**src/rtl/mux_arb_pkg.sv**
```systemverilog
// Shared types for the two-port round-robin mux arbiter.
// Latency: n/a (types and constants only).
// Backpressure: n/a.
package mux_arb_pkg;

    localparam int WIDTH_DEF     = 16;
    localparam int BURST_MAX_DEF = 4;

    // Arbiter FSM states; value 3 is unused and recovers to IDLE.
    typedef enum logic [1:0] {
        IDLE   = 2'd0,
        SERVE1 = 2'd1,
        SERVE2 = 2'd2
    } state_t;

    // Encoding of the last-served port, used to break ties from IDLE.
    typedef enum logic {
        PORT1 = 1'b0,
        PORT2 = 1'b1
    } port_t;

endpackage

```
**src/rtl/mux_out_reg.sv**
```systemverilog
// Registered 2:1 data mux with load enable; holds the single output beat.
// Latency: one cycle, selected input appears on o_q after the loading edge.
// Backpressure: none internally; the caller gates i_load with its own handshake.
//
// Ports: clk/clr_n (async active-low clear to zero), i_sel (0 = i_d0, 1 = i_d1),
//        i_load (capture selected input), i_d0/i_d1 data in, o_q registered out.
module mux_out_reg
    import mux_arb_pkg::*;
#(
    parameter int WIDTH = WIDTH_DEF
) (
    input  logic             clk,
    input  logic             clr_n,
    input  logic             i_sel,
    input  logic             i_load,
    input  logic [WIDTH-1:0] i_d0,
    input  logic [WIDTH-1:0] i_d1,
    output logic [WIDTH-1:0] o_q
);

    logic [WIDTH-1:0] w_d;
    logic [WIDTH-1:0] r_q;

    assign w_d = i_sel ? i_d1 : i_d0;

    always_ff @(posedge clk or negedge clr_n) begin
        if (!clr_n) begin
            r_q <= '0;
        end else if (i_load) begin
            r_q <= w_d;
        end
    end

    assign o_q = r_q;

endmodule

```
**src/rtl/mux_arbiter.sv**
```systemverilog
// Two-requester round-robin arbiter sharing one registered output channel.
// Latency: one cycle IDLE->SERVE arbitration; accepted beat appears on y the next cycle.
// Backpressure: readies follow (!y_valid | y_ready) for the granted port only; stalls hold state.
//
// Ports: clk, clr_n (async active-low reset);
//        x1_valid/x1/x1_ready and x2_valid/x2/x2_ready requester handshakes;
//        y/y_valid/y_ready downstream handshake;
//        addr (mux select, 1 only in SERVE2); busy (state is not IDLE).
module mux_arbiter
    import mux_arb_pkg::*;
#(
    parameter int WIDTH     = WIDTH_DEF,
    parameter int BURST_MAX = BURST_MAX_DEF
) (
    input  logic             clk,
    input  logic             clr_n,
    input  logic             x1_valid,
    input  logic [WIDTH-1:0] x1,
    output logic             x1_ready,
    input  logic             x2_valid,
    input  logic [WIDTH-1:0] x2,
    output logic             x2_ready,
    output logic [WIDTH-1:0] y,
    output logic             y_valid,
    input  logic             y_ready,
    output logic             addr,
    output logic             busy
);

    localparam logic [3:0] BURST_LIM = 4'(BURST_MAX);

    state_t     r_state;
    state_t     w_state_nxt;
    logic [3:0] r_beat_cnt;
    logic [3:0] w_cnt_nxt;
    logic [3:0] w_cnt_inc;
    port_t      r_last;
    port_t      w_last_nxt;
    logic       r_y_valid;

    logic       w_load_en;
    logic       w_xfer;
    logic       w_own_vld;
    logic       w_oth_vld;
    state_t     w_oth_serve;

    // The output register can take a beat when empty or draining this cycle.
    assign w_load_en = !r_y_valid || y_ready;
    assign x1_ready  = (r_state == SERVE1) && w_load_en;
    assign x2_ready  = (r_state == SERVE2) && w_load_en;
    assign w_xfer    = (x1_valid && x1_ready) || (x2_valid && x2_ready);
    assign w_cnt_inc = r_beat_cnt + 4'd1;

    assign addr    = (r_state == SERVE2);
    assign busy    = (r_state != IDLE);
    assign y_valid = r_y_valid;

    always_comb begin
        w_state_nxt = r_state;
        w_cnt_nxt   = r_beat_cnt;
        w_last_nxt  = r_last;
        w_own_vld   = 1'b0;
        w_oth_vld   = 1'b0;
        w_oth_serve = IDLE;
        case (r_state)
            IDLE: begin
                w_cnt_nxt = 4'd0;
                if (x1_valid && x2_valid) begin
                    // Tie goes to whichever port was not served last.
                    w_state_nxt = (r_last == PORT1) ? SERVE2 : SERVE1;
                end else if (x1_valid) begin
                    w_state_nxt = SERVE1;
                end else if (x2_valid) begin
                    w_state_nxt = SERVE2;
                end
            end
            SERVE1, SERVE2: begin
                w_own_vld   = (r_state == SERVE1) ? x1_valid : x2_valid;
                w_oth_vld   = (r_state == SERVE1) ? x2_valid : x1_valid;
                w_oth_serve = (r_state == SERVE1) ? SERVE2 : SERVE1;
                if (!w_own_vld) begin
                    // Granted port went away: hand over directly or fall idle.
                    w_cnt_nxt   = 4'd0;
                    w_state_nxt = w_oth_vld ? w_oth_serve : IDLE;
                end else if (w_xfer) begin
                    w_last_nxt = (r_state == SERVE1) ? PORT1 : PORT2;
                    if (w_cnt_inc == BURST_LIM) begin
                        // Burst limit: yield only if the other side is waiting,
                        // otherwise renew the grant with a fresh count.
                        w_cnt_nxt = 4'd0;
                        if (w_oth_vld) begin
                            w_state_nxt = w_oth_serve;
                        end
                    end else begin
                        w_cnt_nxt = w_cnt_inc;
                    end
                end
            end
            default: begin
                w_state_nxt = IDLE;
                w_cnt_nxt   = 4'd0;
            end
        endcase
    end

    always_ff @(posedge clk or negedge clr_n) begin
        if (!clr_n) begin
            r_state    <= IDLE;
            r_beat_cnt <= 4'd0;
            r_last     <= PORT2;
        end else begin
            r_state    <= w_state_nxt;
            r_beat_cnt <= w_cnt_nxt;
            r_last     <= w_last_nxt;
        end
    end

    // A load in the same cycle as a drain keeps the output occupied.
    always_ff @(posedge clk or negedge clr_n) begin
        if (!clr_n) begin
            r_y_valid <= 1'b0;
        end else if (w_xfer) begin
            r_y_valid <= 1'b1;
        end else if (y_ready) begin
            r_y_valid <= 1'b0;
        end
    end

    mux_out_reg #(
        .WIDTH (WIDTH)
    ) u_out_reg (
        .clk    (clk),
        .clr_n  (clr_n),
        .i_sel  (addr),
        .i_load (w_xfer),
        .i_d0   (x1),
        .i_d1   (x2),
        .o_q    (y)
    );

endmodule

```
**config.mk**
```make
export PLATFORM = sky130hd
export DESIGN_NAME = mux_arbiter
export DESIGN_NICKNAME = d
export VERILOG_FILES = /design/src/rtl/mux_arb_pkg.sv /design/src/rtl/mux_out_reg.sv /design/src/rtl/mux_arbiter.sv
export SDC_FILE = /design/constraint.sdc
export NUM_CORES = 1
export LEC_CHECK = 0
export CORE_ASPECT_RATIO = 1.75
export CORE_MARGIN = 3
export CORE_UTILIZATION = 42
export DETAILED_ROUTE_END_ITERATION = 7
export MAX_ROUTING_LAYER = met4
export PLACE_DENSITY = 0.8
export SLEW_MARGIN = 40
export SYNTH_ARGS = -nofsm -noshare
export SYNTH_HDL_FRONTEND = slang
export SYNTH_SLANG_ARGS = --single-unit
export TNS_END_PERCENT = 5
```
**constraint.sdc**
```tcl
create_clock -name clk -period 2.2 [get_ports clk]
set_input_delay 0.22 -clock clk [delete_from_list [all_inputs] [get_ports clk]]
set_output_delay 0.22 -clock clk [all_outputs]
set_load 0.005 [all_outputs]
```
# After elaboration in Yosys (flattened, before gate mapping)

Index checks and enable logic that the tools add are counted.

Input port bits: 37
Logic and storage cells: 48
Bits in registers: 24

Add/sub/neg operators: 1
Reduce and logical (&&, ||, !) cells: 14
Muxes and demuxes: 21
Equal/unequal tests: 7

Operators by type and width:

| cell                                                            | count |
|---|---|
| 2-bit two-way mux                                               | 10 |
| 16-bit two-way mux                                              | 1 |
| 4-bit two-way mux                                               | 4 |
| 3-bit != test, second input constant                            | 2 |
| 1-bit logical AND                                               | 5 |
| 1-bit two-way mux                                               | 5 |
| 4-bit by 1-bit adder with 4-bit output, second input constant   | 1 |
| 4-bit by 3-bit == test with 1-bit output, second input constant | 1 |
| 4-bit != test, second input constant                            | 1 |
| 2-bit one-hot mux with 2 select lines                           | 1 |
| 4-bit AND reduction                                             | 1 |
| 2-bit nonzero test                                              | 2 |
| 3-bit by 2-bit != test with 1-bit output, second input constant | 1 |
| 3-bit AND reduction                                             | 1 |
| 2-bit by 1-bit == test with 1-bit output, second input constant | 1 |
| 2-bit == test, second input constant                            | 1 |
| 2-bit logical NOT                                               | 1 |
| 1-bit logical OR                                                | 2 |
| 2-bit OR reduction                                              | 1 |
| 1-bit logical NOT                                               | 1 |

# Depth between registers and ports, before layout

Gate-level depths: netlist of the first run.

Depth after elaboration: 8
Mapped depth: 9
Gate-level depth less buffers: 6

# Hierarchy

From an unflattened synthesis of the first run, not the netlist that was laid out.

Cells, all modules: 133
Area total of the unflattened synthesis: 1,347.5 um^2

By module, submodules not included:

| module      | seq. area each (um^2) | times used | cells each | area each (um^2) |
|---|---|---|---|---|
| mux_out_reg | 400.4                 | 1          | 69         | 745.7 |
| mux_arbiter | 201.4                 | 1          | 64         | 601.8 |

# Worst setup path after synthesis of the first run

OpenSTA, ideal clock, no wires.

Kind: register to register
From: reg r_state[0]
To: reg r_state[0]
Arrival: 1.636 ns
Cell stages (with the launch flop): 8
Data required time: 2.072 ns
Clock period less this slack: 1.764 ns
Setup slack: 0.436 ns
Cell sequence: dfrtp_1 -> inv_1 -> ha_1 -> buf_4 -> a22oi_2 -> nor4b_4 -> o221ai_2 -> mux2_1

Elaborated cells on any way between the ends: 23

RTL lines:

| element                                            | line               | RTL |
|---|---|---|
| start: declaration                                 | mux_arbiter.sv:32  | `state_t r_state;` |
| start signal: assignment                           | mux_arbiter.sv:112 | `r_state <= w_state_nxt;` |
| 2-bit == test *                                    | n/a                |  |
| named net addr                                     | mux_arbiter.sv:26  | `output logic addr,` |
| 1-bit logical AND                                  | mux_arbiter.sv:50  | `assign x2_ready = (r_state == SERVE2) && w_load_en;` |
| 1-bit logical AND                                  | mux_arbiter.sv:51  | `assign w_xfer = (x1_valid && x1_ready) \|\| (x2_valid && x2_ready);` |
| 1-bit logical OR                                   | mux_arbiter.sv:51  |  |
| 3-bit by 2-bit != test with 1-bit output (no line) | n/a                |  |
| 4-bit AND reduction (no line)                      | n/a                |  |

The timed path passes the listed nets; every way through them passes the cells marked *. The select of a mux whose other input is x is not followed.
A chain may end at the register's enable or synchronous reset.

# Worst setup path after layout of the first run

From: reg r_state[0]
To: out x2_ready

Word-level cells in the longest chain between the ends: 2

Ends and longest elaborated chain:

| element           | line              | RTL |
|---|---|---|
| 2-bit == test     | mux_arbiter.sv:50 |  |
| 1-bit logical AND | mux_arbiter.sv:50 |  |
| end: declaration  | mux_arbiter.sv:22 | `output logic x2_ready,` |

Every way passes these cells.

==> results.py, run 1 <==
metrics = {
    "outcome": {
        "status": "finished clean",
    },
    "placed_design": {
        "dp_slack_ps": 291,
        "postPlaceCellArea_sq_um": 1940,
        "io_buffer_count": 57,
        "place_congestion": 0.834,
        "dpl.hpwl_um": 2490,
        "place_inst": 229,
    },
    "synthesis": {
        "synth_top_cell_area_share_pct": 43.4,
        "synth-xor-area-share_pct": 0.660,
        "synth_top_family_by_area": "simple AND/OR/NAND/NOR gates",
        "netlist_area_sq_um": 1330,
        "synth_seq_cells": 24,
        "avgSynthCellArea_sq_um": 10.1,
        "yosysSeqAreaShare_pct": 45.4,
        "syn-num-nets": 173,
        "yosys-top-cells-area": "dfrtp_1 (43%), mux2i_1 (13%), o21ai_1 (6.4%), nand2_1 (6.2%), ha_1 (4.7%)",
        "synthMuxAreaShare_pct": 15.4,
        "yosys.area_share.simple_pct": 15.5,
        "synth_cell_types": 31,
        "synthAdderAreaFrac_pct": 4.72,
        "synth_top_cell_by_area": "dfrtp_1",
        "synthCells": 131,
        "synth_compound_area_share_pct": 13.2,
        "yosysWarnings": 0,
    },
    "critical_path": {
        "r2r_slack_ps": 290,
        "cp.required_ps": 1980,
        "crit_arrival_ps": 1880,
        "path_class": "flop to output port",
        "reg2reg_to": "r_state[1]",
        "slowest_stage": "clkdlybuf4s50_1",
        "cpLargestDelayFamily": "buffers and inverters",
        "path_buf_inv": 3,
        "critPathLaunchType": "flop",
        "rr_worst_depth": 6,
        "crit_path_max_incr_delay_ps": 500,
        "crit_path_max_fanout": 11,
        "crit_path_start": "r_state[0]",
        "worstSetupEndpointType": "output port",
        "reg2reg_from": "r_state[1]",
        "worstPathCellList": "inv_1, ha_1, buf_4, and2_1, clkdlybuf4s50_1",
    },
    "clocking": {
        "cts_resized": 0,
        "cts_tree": "yes",
        "h-tree-depth": 1,
        "clkTransAtPathRegs_ps": 80,
        "cts_hold_buf": 0,
        "cts_root_buf": "clkbuf_8",
        "cts_made_buffers": 3,
        "cts_buffer_depth": 2,
        "clock-sinks": 24,
        "cts_setup_buffers": 0,
        "clkLatencyLatePin_ps": 260,
    },
    "final_layout": {
        "layout.nets": 234,
        "syn_to_final_growth_pct": 50.2,
        "utilization_pct": 67.3,
        "fin_area_sq_um": 1990,
        "diodes": 0,
        "drive_gt1_share_pct": 7.85,
        "final_cells": 233,
        "num-fill-cells": 230,
        "final_common_cell": "clkdlybuf4s50_1",
        "layout_common_cells": "clkdlybuf4s50_1 (57), dfrtp_1 (23), nand2_1 (22)",
    },
    "timing": {
        "finalSetupViolCount": 0,
        "rsz0062_at_grt": "false",
        "final_hold_viol_count": 0,
        "period_share_pct": 95.6,
        "setup_slack_ps": 97.5,
        "fmax_mhz": 476,
        "slew_headroom_pct": 79.2,
        "setup_tns_ps": 0,
        "fin_crit_ps": 2100,
        "maxSlewViolCount": 0,
        "worst_pin_slew_ps": 313,
        "finalClockSkew_ps": 4.14,
    },
    "route": {
        "vias_per_cell": 4.90,
        "detail_route.wl_per_cell_um": 13.3,
        "drtIter0Drc": 10,
        "num_vias": 1142,
        "ant_nets": 0,
        "dr.pass1.iters": 4,
        "routed_wl_um": 3090,
        "drcViolationCount": 0,
    },
    "global_routing": {
        "grt_max_degree": 25,
        "grt_pass1_wl_um": 5400,
        "grt_pass1_vias": 1243,
        "antenna_found_initial": 0,
        "grtUsageTotal_pct": 17.7,
        "grt-ovfl-total": 0,
    },
    "die": {
        "die_w_um": 48.5,
        "ios": 58,
        "die_h_um": 80.3,
        "die-area_sq_um": 3890,
        "initial_utilization_pct": 44.8,
        "core_area_sq_um": 2960,
        "num_rows": 26,
    },
    "pwr": {
        "p_per_area_nw_per_um2": 1160,
        "p_leak_nw": 0.846,
        "ir_worst_vdd_mv": 0.725,
    },
    "min_path": {
        "min_path_type": "input port to async pin",
    },
    "job": {
        "maxCapViolations": 0,
    },
}
==> cells in the mapped netlist <==
cell / count
a21oi_1: 5
a22oi_1: 1
a22oi_2: 1
a31oi_1: 2
and2_1: 2
buf_2: 1
buf_4: 3
buf_6: 2
dfrtp_1: 23
dfstp_2: 1
ha_1: 5
inv_1: 5
mux2_1: 2
mux2_2: 1
mux2i_1: 17
nand2_1: 22
nand2b_1: 2
nand3_1: 1
nand3b_1: 1
nand4b_1: 1
nor2_1: 4
nor2b_1: 2
nor2b_2: 1
nor3_1: 2
nor4b_4: 1
o21ai_0: 2
o21ai_1: 17
o221ai_2: 1
o31ai_1: 1
or2_1: 1
xnor2_1: 1
==> worst max-delay path by stage <==
stage	slack [ps]	cells after the start	end
global placement	370	5	r_state[1]
global route	5	5	x2_ready
finish	100	5	x2_ready
CTS	70	5	x2_ready
detailed placement	290	6	r_state[1]
floorplan	440	7	r_state[0]
==> worst reg2reg max path, cell delays in order, from the launching register on <==
cell      delay, ps
dfrtp_1         420
inv_1            90
ha_1            250
mux2_2          350
nand2_1         200
o221ai_2        160
mux2_1          330
==> kinds of logic after synthesis <==
family | Yosys count
flip-flops | 24
buffers and inverters | 11
XOR/XNOR | 1
multiplexers | 20
adder cells (fa/ha/maj) | 5
AO/OA/AOI/OAI | 30
AND/OR/NAND/NOR | 40
==> metrics by stage <==
stage,total power [mW],hold WS (ps)
5_1_grt,2.51,346
2_1_floorplan,1.47,-75.6
3_3_place_gp,1.99,467
6_report,2.32,311
3_5_place_dp,2.04,481
4_1_cts,2.34,322
==> per-layer routing <==
metal | track usage (%) | up-vias | routed length [um]
met5 | - | - | 0
met4 | 4.56 | 0 | 25
met3 | 1.86 | 2 | 177
met2 | 31.1 | 46 | 1550
met1 | 21.8 | 519 | 1340
li1 | - | 575 | -
==> report_power, final <==
part | total (mW) | switching, mW | leakage, nW | internal (mW)
Clock | 0.293 | 0.134 | 0.0288 | 0.159
Sequential | 0.749 | 0.119 | 0.303 | 0.631
Combinational | 1.27 | 0.563 | 0.514 | 0.711
==> cell type report <==
| cell class | instances | area [sq um] | share of cell area [%] |
|---|---|---|---|
| multi-input cells | 96 | 656 | 32.9 |
| well taps | 42 | 52.6 | 2.64 |
| repair buffers | 62 | 608 | 30.5 |
| clock buffers | 4 | 55.1 | 2.76 |
| flip-flops and latches | 24 | 602 | 30.2 |
| inverters | 5 | 18.8 | 0.942 |
==> state kept, by name, summed over array words and instances, names as in the netlist <==
signal	cells
r_last	1
u_out_reg.o_q	16
r_state	2
y_valid	1
r_beat_cnt	4
Power figures use the tool's default switching activity.
==> run 2, diff against run 1 <==
==> constraint.sdc (replaced) <==
create_clock -name clk -period 2.2 [get_ports clk]
set_input_delay 0.44 -clock clk [delete_from_list [all_inputs] [get_ports clk]]
set_output_delay 0.44 -clock clk [all_outputs]
set_load 0.005 [all_outputs]
==> results.py, run 2 (synthesis gave the netlist of run 1 again) <==
metrics = {
    "clocking": {
        "cts_made_buffers": 3,
        "h-tree-depth": 1,
        "cts_root_buf": "clkbuf_8",
        "clkTransAtPathRegs_ps": 80,
        "cts_buffer_depth": 2,
        "cts_setup_buffers": 0,
        "cts_tree": "yes",
        "clock-sinks": 24,
        "clkLatencyLatePin_ps": 260,
    },
    "critical_path": {
        "cp.required_ps": 1760,
        "worstSetupEndpointType": "output port",
        "path_buf_inv": 2,
        "crit_path_max_fanout": 5,
        "crit_arrival_ps": 1720,
        "slowest_stage": "clkdlybuf4s50_1",
        "worstPathCellList": "inv_1, ha_2, and2_1, clkdlybuf4s50_1",
        "crit_path_max_incr_delay_ps": 500,
        "cpLargestDelayFamily": "buffers and inverters",
        "critPathLaunchType": "flop",
        "path_class": "flop to output port",
    },
    "global_routing": {
        "grt-ovfl-total": 0,
        "grt_pass1_wl_um": 5530,
        "antenna_found_initial": 0,
        "grtUsageTotal_pct": 18.8,
        "grt_max_degree": 25,
        "grt_pass1_vias": 1281,
    },
    "placed_design": {
        "place_inst": 232,
        "dpl.hpwl_um": 2790,
        "postPlaceCellArea_sq_um": 1970,
        "dp_slack_ps": 87.5,
        "place_congestion": 0.779,
        "io_buffer_count": 57,
    },
    "die": {
        "initial_utilization_pct": 44.8,
        "die_w_um": 48.5,
        "ios": 58,
        "die_h_um": 80.3,
        "num_rows": 26,
        "core_area_sq_um": 2960,
        "die-area_sq_um": 3890,
    },
    "timing": {
        "finalSetupViolCount": 0,
        "finalClockSkew_ps": 3.78,
        "rsz0062_at_grt": "true",
        "maxSlewViolCount": 0,
        "fmax_mhz": 463,
        "slew_headroom_pct": 79.9,
        "fin_crit_ps": 2160,
        "period_share_pct": 98.3,
        "worst_pin_slew_ps": 302,
        "hold_ws_ps": 496,
        "setup_tns_ps": 0,
        "final_hold_viol_count": 0,
        "setup_slack_ps": 38.1,
    },
    "pwr": {
        "combPwrFrac_pct": 57.5,
        "pwr-share-seq_pct": 31.5,
        "ir_worst_vdd_mv": 0.710,
        "power.switching_mw": 0.864,
        "clkPwrFrac_pct": 11.0,
        "power.internal_mw": 1.53,
        "p_leak_nw": 0.858,
        "p_per_area_nw_per_um2": 1180,
        "total_power_mw": 2.39,
        "switching_share_pct": 36.2,
    },
    "final_layout": {
        "layout_common_cells": "clkdlybuf4s50_1 (57), dfrtp_1 (23), nand2_1 (22)",
        "drive_gt1_share_pct": 9.79,
        "final_cells": 236,
        "final_common_cell": "clkdlybuf4s50_1",
        "layout.nets": 237,
        "num-fill-cells": 217,
        "syn_to_final_growth_pct": 53.2,
        "diodes": 0,
        "fin_area_sq_um": 2030,
        "largest_reg_flops": 16,
        "utilization_pct": 68.6,
    },
    "route": {
        "routed_wl_um": 3410,
        "drtIter0Drc": 16,
        "drcViolationCount": 0,
        "vias_per_cell": 5.02,
        "ant_nets": 0,
        "dr.pass1.iters": 4,
        "num_vias": 1184,
        "detail_route.wl_per_cell_um": 14.4,
    },
    "outcome": {
        "status": "finished clean",
    },
    "min_path": {
        "min_path_type": "flop to flop",
    },
    "job": {
        "maxCapViolations": 0,
    },
}
run 2: power by group through the flow:
stage               Sequential [mW]  Clock [mW]  Combinational (mW)
floorplan                     0.746           0               0.721
global placement              0.746           0                1.31
detailed placement            0.753           0                1.37
CTS                           0.751       0.268                1.38
global route                  0.777       0.292                1.50
finish                        0.754       0.262                1.37
run 2: area by class of cell:
class / instances / area, sq um / share of cell area [%]
tap: 42 / 52.6 / 2.59
sequential: 24 / 602 / 29.6
timing repair buffer: 65 / 643 / 31.7
clock buffer: 4 / 45.0 / 2.22
multi-input combinational: 96 / 671 / 33.0
inverter: 5 / 18.8 / 0.924
run 2: metal layers:
layer / track usage, % / vias to the layer above / routed length (um)
met4: 7.98 / 0 / 43
met2: 34.4 / 53 / 1840
li1: - / 579 / -
met3: 3.90 / 4 / 224
met5: - / - / 0
met1: 19.4 / 548 / 1300
run 2: final timing paths:
check	start	to	slack (ps)	depth (start not counted)
min	u_out_reg.o_q[0]	u_out_reg.o_q[0]	500	2
min in group asynchronous	clr_n	u_out_reg.o_q[9]	540	2
max in group asynchronous	clr_n	r_last	1370	2
max	r_state[0]	x2_ready	40	4
max reg2reg	r_state[0]	r_beat_cnt[1]	400	7
min reg2reg	u_out_reg.o_q[0]	u_out_reg.o_q[0]	500	2
run 2: worst reg2reg max path, delay by kind of cell (launching register included):
| kind | cells | cell delay, ps |
|---|---|---|
| DFF | 1 | 440 |
| buffers and inverters | 2 | 320 |
| adders and majority gates | 1 | 240 |
| and+or+nand+nor | 2 | 380 |
| AOI/OAI and AO/OA | 2 | 360 |
run 2: repair_timing:
action | in CTS | in global routing
hold endpoints to repair | 0 | 0
gates resized for setup | 2 | 1
hold buffers | 0 | 0
setup endpoints to repair | 2 | 2
